--- config.mk ---
export PLATFORM = sky130hd
export DESIGN_NAME = lcd_write_arbiter
export DESIGN_NICKNAME = d
export VERILOG_FILES = /design/src/rtl/lcd_write_arbiter.sv
export SDC_FILE = /design/constraint.sdc
export NUM_CORES = 1
export LEC_CHECK = 0
export BUFFER_PORTS_ARGS = -buffer_cell sky130_fd_sc_hd__buf_2
export CAP_MARGIN = 5
export CORE_MARGIN = 2
export CORE_UTILIZATION = 50
export DETAILED_ROUTE_END_ITERATION = 8
export GPL_TIMING_DRIVEN = 0
export PLACE_DENSITY_LB_ADDON = 0.12
export SLEW_MARGIN = 20
export SYNTH_ARGS = -nofsm -noshare
export SYNTH_HDL_FRONTEND = slang
export SYNTH_SLANG_ARGS = --single-unit
--- constraint.sdc ---
create_clock -name clk -period 2.7 [get_ports clk]
set_clock_uncertainty 0.05 [all_clocks]
set_input_delay 0.54 -clock clk [delete_from_list [all_inputs] [get_ports clk]]
set_output_delay 0.54 -clock clk [all_outputs]
set_load 0.05 [all_outputs]
--- src/rtl/lcd_write_arbiter.sv ---
// rtl/lcd_write_arbiter.sv - round-robin two-requester character write arbiter for lcd_driver
//
// Ports:
//   clk, rst            clock; asynchronous active-low reset
//   init_done           driver init complete; gates new grants only
//   req[1:0]            per-requester request, held until ack
//   req_row/col/char    per-requester target row, column (4b), character (8b)
//   ack[1:0]            one-cycle completion pulse to the granted requester
//   drv_start/rs/db     one-cycle byte strobe, command(0)/data(1), byte to lcd_driver
//   drv_done            driver transfer complete pulse
//   busy                high whenever not idle
//   timeout_err         sticky drv_done timeout flag

module lcd_write_arbiter #(
   parameter int TIMEOUT_CYCLES = 50000
) (
   input  logic        clk,
   input  logic        rst,
   input  logic        init_done,
   input  logic [1:0]  req,
   input  logic [1:0]  req_row,
   input  logic [7:0]  req_col,
   input  logic [15:0] req_char,
   output logic [1:0]  ack,
   output logic        drv_start,
   output logic        drv_rs,
   output logic [7:0]  drv_db,
   input  logic        drv_done,
   output logic        busy,
   output logic        timeout_err
);

   localparam int CNT_W = $clog2(TIMEOUT_CYCLES + 1);
   localparam logic [CNT_W-1:0] CNT_LAST = CNT_W'(TIMEOUT_CYCLES - 1);

   typedef enum logic [2:0] {
      S_IDLE,
      S_ADDR_ISSUE,
      S_ADDR_WAIT,
      S_DATA_ISSUE,
      S_DATA_WAIT,
      S_ACK
   } state_t;

   state_t           state;
   logic             ptr;
   logic             grant;
   logic [6:0]       addr_q;
   logic [7:0]       char_q;
   logic [6:0]       cursor;
   logic             cursor_valid;
   logic [CNT_W-1:0] cnt;

   logic       sel;
   logic       sel_row;
   logic [3:0] sel_col;
   logic [7:0] sel_char;
   logic [6:0] sel_addr;
   logic       sel_skip;

   // Favoured requester wins a tie; otherwise the only active requester wins.
   always_comb begin
      sel = 1'b0;
      if (req == 2'b11) begin
         sel = ptr;
      end else begin
         sel = req[1];
      end
      sel_row  = sel ? req_row[1]      : req_row[0];
      sel_col  = sel ? req_col[7:4]    : req_col[3:0];
      sel_char = sel ? req_char[15:8]  : req_char[7:0];
      // DDRAM address: row 1 starts at 0x40, so the row bit lands on bit 6.
      sel_addr = {sel_row, 2'b00, sel_col};
      sel_skip = cursor_valid && (cursor == sel_addr);
   end

   always_ff @(posedge clk or negedge rst) begin
      if (!rst) begin
         state        <= S_IDLE;
         ack          <= 2'b00;
         drv_start    <= 1'b0;
         drv_rs       <= 1'b0;
         drv_db       <= 8'h00;
         busy         <= 1'b0;
         timeout_err  <= 1'b0;
         ptr          <= 1'b0;
         grant        <= 1'b0;
         addr_q       <= 7'h00;
         char_q       <= 8'h00;
         cursor       <= 7'h00;
         cursor_valid <= 1'b0;
         cnt          <= '0;
      end else begin
         drv_start <= 1'b0;
         ack       <= 2'b00;
         case (state)
            S_IDLE: begin
               if (init_done && (|req)) begin
                  grant     <= sel;
                  addr_q    <= sel_addr;
                  char_q    <= sel_char;
                  busy      <= 1'b1;
                  drv_start <= 1'b1;
                  if (sel_skip) begin
                     state  <= S_DATA_ISSUE;
                     drv_rs <= 1'b1;
                     drv_db <= sel_char;
                  end else begin
                     state  <= S_ADDR_ISSUE;
                     drv_rs <= 1'b0;
                     drv_db <= {1'b1, sel_addr};
                  end
               end
            end
            S_ADDR_ISSUE: begin
               state <= S_ADDR_WAIT;
               cnt   <= '0;
            end
            S_ADDR_WAIT: begin
               if (drv_done) begin
                  state     <= S_DATA_ISSUE;
                  drv_start <= 1'b1;
                  drv_rs    <= 1'b1;
                  drv_db    <= char_q;
               end else if (cnt == CNT_LAST) begin
                  // Hardware cursor position is unknown after a lost transfer.
                  timeout_err  <= 1'b1;
                  cursor_valid <= 1'b0;
                  state        <= S_ACK;
                  ack          <= grant ? 2'b10 : 2'b01;
               end else begin
                  cnt <= cnt + 1'b1;
               end
            end
            S_DATA_ISSUE: begin
               state <= S_DATA_WAIT;
               cnt   <= '0;
            end
            S_DATA_WAIT: begin
               if (drv_done) begin
                  // Column 15 auto-increments off the visible row.
                  if (addr_q[3:0] == 4'hF) begin
                     cursor_valid <= 1'b0;
                  end else begin
                     cursor       <= addr_q + 7'd1;
                     cursor_valid <= 1'b1;
                  end
                  state <= S_ACK;
                  ack   <= grant ? 2'b10 : 2'b01;
               end else if (cnt == CNT_LAST) begin
                  timeout_err  <= 1'b1;
                  cursor_valid <= 1'b0;
                  state        <= S_ACK;
                  ack          <= grant ? 2'b10 : 2'b01;
               end else begin
                  cnt <= cnt + 1'b1;
               end
            end
            S_ACK: begin
               ptr   <= ~grant;
               state <= S_IDLE;
               busy  <= 1'b0;
            end
            default: begin
               state <= S_IDLE;
               busy  <= 1'b0;
            end
         endcase
      end
   end

endmodule

==> impl_metrics.ini, run 1 <==
[status]
status = finished, final reports clean

[cts]
cts_root_buf = clkbuf_8
cts_tree = done
h-tree-depth = 2
ctsHoldBuffers = 0
clock_path_buffers = 2
clk_pin_slew_worst_paths_ns = 0.10
cts.sinks = 55
cts_buffers = 5
cts_setup_buffers = 0
cts.repair.resized = 0
clock_latency_ns = 0.30

[power_and_ir_drop]
power.switching_uw = 1500
sw_frac_of_total_pct = 45.3
powerDensity_nw_per_um2 = 957
p_leak_uw = 0.00160
p_seq_share_pct = 38.4
p_comb_share_pct = 47.6
p_clk_share_pct = 13.9
ir_worst_vdd_uv = 497
internal_power_uw = 1810
power.total_uw = 3320

[critical_path]
critical-path-top-delay-family = simple AND/OR/NAND/NOR gates
critical_path_class = reg -> reg
cp_max_fo = 10
crit_start = cnt[12]$_DFFE_PN0P_
arrival_ns = 2.46
cp_num_cells = 7
critPathSlowestCell = dfrtp_1
max_stage_delay_ns = 0.43
crit_path_end_kind = flip-flop
cp-start-kind = flip-flop
reg2reg_from = cnt[12]$_DFFE_PN0P_
required_ns = 2.83
worstPathCellList = nor4bb_1 -> nand4_1 -> a21oi_1 -> buf_2 -> nor3_1 -> xnor2_1 -> nor2_1
reg2reg_depth = 7
critPathBufInv = 1

[job]
drv.max_cap_violation_count = 0

[min_path]
hp-class = in -> async

[placed_design]
numPortBuffers = 44
place_hpwl_um = 5200
place.gp.congestion = 0.865
dp_slack_ns = 0.228

[detailed_routing]
drc = 0
drt-total-wl_um = 7110
vias = 2619
ant_nets = 0
avgViaCountPerCell = 5.69
wl_per_cell_um = 15.5
drt_iter0_markers = 157
first_pass_iters = 5

[timing]
fin_ws_ns = 0.365
drv_slew = 0
fmax_mhz = 428
relSlewSlack_pct = 53.4
worst_slew_pin_slew_ns = 0.698
setup_viol = 0
whs_ns = 0.223
fin_crit_ns = 2.33
period_share_pct = 86.5
finalHoldViolations = 0
fin_tns_setup_ns = 0
rsz0062_at_grt = false

[synth]
ys_seq_elements = 55
synth_edf_count = 0
ys_warn_count = 0
ys_seq_area_share_pct = 45.0
synth_ff_type = dfrtp_1
syn-cell-area_um2 = 3060
syn_inst = 334
synthArstFlopShare_pct = 100
syn_nets = 368
avgSynthCellArea_um2 = 9.17
ys_types = 56

[final_layout]
final_common_cell = dfrtp_1
antenna_cells = 0
drive_gt1_share_pct = 19.7
area_growth_pct = 13.2
final_core_util_pct = 58.5
n_fill_cell = 534
layout.nets = 419
multiInputGateArea_um2 = 1560
seq_area_um2 = 1380
layout_common_cells = dfrtp_1, nand2_1, buf_2, nor2_1, o21ai_0

[global_route]
gr-total-overflow = 0
grt_pass1_vias = 2505
grt_usage_pct = 22.6
antenna_found_initial = 0
grt_pass1_wl_um = 11800
grt_max_degree = 56

[floorplanning]
start_util_pct = 51.7
fp.dieW_um = 82.3
coreArea_um2 = 5920
rows = 28
die_h_um = 82.3
die_area_um2 = 6770
io_pins = 46
synthesized netlist by cell type (all sizes together), types with 3 or more instances:
| library cell | number | area [um^2] |
|---|---|---|
| o22ai | 7 | 43.8 |
| buf | 8 | 53.8 |
| nand4 | 5 | 31.3 |
| xnor2 | 7 | 61.3 |
| inv | 10 | 37.5 |
| nor2b | 11 | 68.8 |
| o21ai | 31 | 155 |
| dfrtp | 55 | 1380 |
| nand2 | 53 | 206 |
| nand4b | 3 | 26.3 |
| o41ai | 4 | 65.1 |
| a21oi | 16 | 80.1 |
| nand3 | 13 | 65.1 |
| mux2i | 10 | 100 |
| mux2 | 5 | 60.1 |
| clkbuf | 10 | 37.5 |
| nand2b | 3 | 18.8 |
| nor3 | 13 | 65.1 |
| and4 | 6 | 52.6 |
| and3 | 3 | 18.8 |
| or2 | 4 | 27.5 |
| nor2 | 26 | 97.6 |
kinds of logic (layout without fill, tap and decap cells):
| logic type | count (synthesis) | after routing | share of synthesized area (%) |
|---|---|---|---|
| and+or+nand+nor | 151 | 151 | 25.1 |
| AOI/OAI and AO/OA | 75 | 75 | 17.5 |
| DFF | 55 | 55 | 45.0 |
| buffers and inverters | 28 | 79 | 4.21 |
| muxes | 15 | 15 | 5.23 |
| xor gates and xnor gates | 8 | 8 | 2.29 |
| adders and majority gates | 2 | 2 | 0.817 |
cell type report:
cell class | instances | share of cell area (%)
multi-input combinational | 251 | 44.9
sequential | 55 | 39.7
timing repair buffer | 44 | 6.43
tap | 75 | 2.71
buffer | 18 | 2.64
clock buffer | 6 | 2.38
inverter | 10 | 1.08
clock inverter | 1 | 0.144
stage by stage:
stage | instance area [um^2] | std cells
detailed placement | 3380 | 453
global route | 3470 | 460
finish | 3470 | 460
global placement | 3380 | 453
CTS | 3470 | 460
floorplan | 3060 | 334
power by group through the flow:
stage	sequential [uW]	combinational, uW	clock [uW]
after CTS	1270	1580	476
after floorplan	1510	945	0
final	1270	1580	462
after detailed placement	1290	1580	0
after global routing	1310	1760	509
after global placement	1280	1560	0
state kept, by name (all words and copies together), names as in the netlist:
signal        count
ack               2
state             3
cursor_valid      1
busy              1
grant             1
cnt              16
drv_start         1
addr_q            5
char_q            8
drv_db            8
cursor            6
drv_rs            1
timeout_err       1
ptr               1
routing by layer:
layer | global-route usage, % | part of all wire (%) | up-vias
li1 | - | - | 1293
met1 | 30.2 | 46 | 1253
met2 | 37.8 | 49 | 61
met3 | 3.15 | 3.3 | 12
met4 | 7.50 | 2.0 | 0
met5 | 0 | 0 | -
final timing paths:
kind	endpoint	slack, ns
worst max register to register	cnt[15]$_DFFE_PN0P_	0.37
worst min register to register	timeout_err$_DFFE_PN0P_	0.43
worst min-delay path	cnt[3]$_DFFE_PN0P_	0.22
min in group clk	timeout_err$_DFFE_PN0P_	0.43
worst max-delay path	cnt[15]$_DFFE_PN0P_	0.37
max in group asynchronous	char_q[5]$_DFFE_PN0P_	1.91
(Power assumes the default switching activity.)
==> run 2, diff against run 1 <==
- SETUP_SLACK_MARGIN: not set -> 0.4
==> run 2 against run 1 <==
  * Via count rose by 1.5%
  * Utilization rose by 1.8 points
  * Combinational power rose by 6%
  * Worst hold slack got worse by 0.0040 ns
  * Maximum frequency rose by 5.4%
  * Sequential cell count did not move
  * Critical path depth did not move
  * Register-to-register slack improved by 0.12 ns
  * Global-route usage barely moved
==> impl_metrics.ini, run 2 (same netlist as run 1, synthesis figures left out) <==
[power_and_ir_drop]
powerDensity_nw_per_um2 = 954
ir_worst_vdd_uv = 520
p_leak_uw = 0.00165
power.total_uw = 3410

[critical_path]
cp-start-kind = flip-flop
worstPathCellList = nor4bb_1 -> nand4_1 -> buf_4 -> nor2_1 -> o21ai_0 -> nand2_1 -> nand2_1
max_stage_delay_ns = 0.43
arrival_ns = 2.34
critical_path_class = reg -> reg
required_ns = 2.83
critPathBufInv = 1
cp_max_fo = 5
cpMostUsedCell = nand2_1
critical-path-top-delay-family = simple AND/OR/NAND/NOR gates
critPathSlowestCell = dfrtp_1
crit_path_end_kind = flip-flop

[cts]
cts_root_buf = clkbuf_8
cts.sinks = 55
h-tree-depth = 2
cts_buffers = 5
clk_pin_slew_worst_paths_ns = 0.10
cts_tree = done
clock_latency_ns = 0.30
ctsHoldBuffers = 0
clock_path_buffers = 2

[placed_design]
place.gp.congestion = 0.865
place_hpwl_um = 5200
numPortBuffers = 44

[global_route]
grt_usage_pct = 22.7
grt_pass1_vias = 2505
grt.busiest_layer = met2
gr-total-overflow = 0
grt_pass1_wl_um = 11900
grtUsageMet2_pct = 37.8
grt_use_met3_pct = 3.15
grt_max_degree = 56
antenna_found_initial = 0
use_met1_pct = 30.3

[final_layout]
antenna_cells = 0
layout_common_cells = dfrtp_1, nand2_1, buf_2, nor2_1, o21ai_0
area_growth_pct = 16.7
final_common_cell = dfrtp_1
top_regs = cnt x16, char_q x8, drv_db x8
largest-register = cnt
drive_gt1_share_pct = 23.7
layout.nets = 427
n_fill_cell = 529
largest_reg_flops = 16

[timing]
fmax_mhz = 452
fin_crit_ns = 2.21
period_share_pct = 82.0
relSlewSlack_pct = 52.8
setup_viol = 0
fin_tns_setup_ns = 0
finalHoldViolations = 0
drv_slew = 0
worst_slew_pin_slew_ns = 0.708
rsz0062_at_grt = true

[detailed_routing]
vias = 2658
drc = 0
avgViaCountPerCell = 5.68
wl_per_cell_um = 15.6
drt-total-wl_um = 7310
ant_nets = 0
first_pass_iters = 4
drt_iter0_markers = 151

[floorplanning]
die_h_um = 82.3
rows = 28
die_area_um2 = 6770
io_pins = 46
coreArea_um2 = 5920
start_util_pct = 51.7
fp.dieW_um = 82.3

[min_path]
hp-class = in -> async

[job]
drv.max_cap_violation_count = 0

[status]
status = finished, final reports clean
## run 2: changes by cell type in the layout (fill, tap and decap cells not counted), sizes merged
cell / before / now
buf: 52 / 60
## run 2: metal layers
layer  share of wire (%)  vias to the layer above
li1                    -                     1304
met1                  44                     1283
met2                  51                       61
met3                 3.2                       10
met4                 1.6                        0
met5                   0                        -
## run 2: worst paths after layout
kind / startpoint / depth (start not counted) / slack (ns) / to
hold reg to reg: timeout_err$_DFFE_PN0P_ / 1 / 0.43 / timeout_err$_DFFE_PN0P_
setup / recovery: cnt[12]$_DFFE_PN0P_ / 7 / 0.49 / cursor_valid$_DFFE_PN0P_
hold / removal: rst / 1 / 0.22 / cnt[3]$_DFFE_PN0P_
setup reg to reg: cnt[12]$_DFFE_PN0P_ / 7 / 0.49 / cursor_valid$_DFFE_PN0P_
min in group clk: timeout_err$_DFFE_PN0P_ / 1 / 0.43 / timeout_err$_DFFE_PN0P_
max in group asynchronous: rst / 1 / 1.88 / cursor[2]$_DFFE_PN0P_
## run 2: power breakdown
group	total [uW]	leakage (uW)	internal, uW	switching (uW)
Sequential	1280	0.000705	1090	190
Combinational	1670	0.000902	584	1090
Clock	462	0.0000470	202	260
## run 2: final cells by class
cell class | count | area [um^2] | area share (%)
Timing Repair Buffer | 52 | 280 | 7.85
Tap cell | 75 | 93.8 | 2.63
Inverter | 10 | 37.5 | 1.05
Sequential cell | 55 | 1380 | 38.6
Clock buffer | 6 | 82.6 | 2.31
Buffer | 18 | 98.8 | 2.77
Clock inverter | 1 | 5.00 | 0.140
Multi-Input combinational cell | 251 | 1600 | 44.7
## run 2: stage by stage
| step | hold slack (ns) | worst slack [ns] | util, % | cells | area (um^2) |
|---|---|---|---|---|---|
| 2_1_floorplan | 0.194 | 0.511 | - | 334 | 3060 |
| 3_3_place_gp | 0.389 | 0.240 | 57.0 | 453 | 3380 |
| 3_5_place_dp | 0.406 | 0.228 | 57.1 | 453 | 3380 |
| 4_1_cts | 0.255 | 0.446 | 58.7 | 461 | 3480 |
| 5_1_grt | 0.280 | 0.322 | 60.3 | 468 | 3570 |
| 6_report | 0.219 | 0.485 | 60.3 | 468 | 3570 |
## run 2: repair_timing
action / CTS / global route
cloned: 0 / 1
setup endpoints to repair: 4 / 18
pin swaps: 1 / 6
setup buffers: 1 / 6
gates resized for setup: 1 / 14
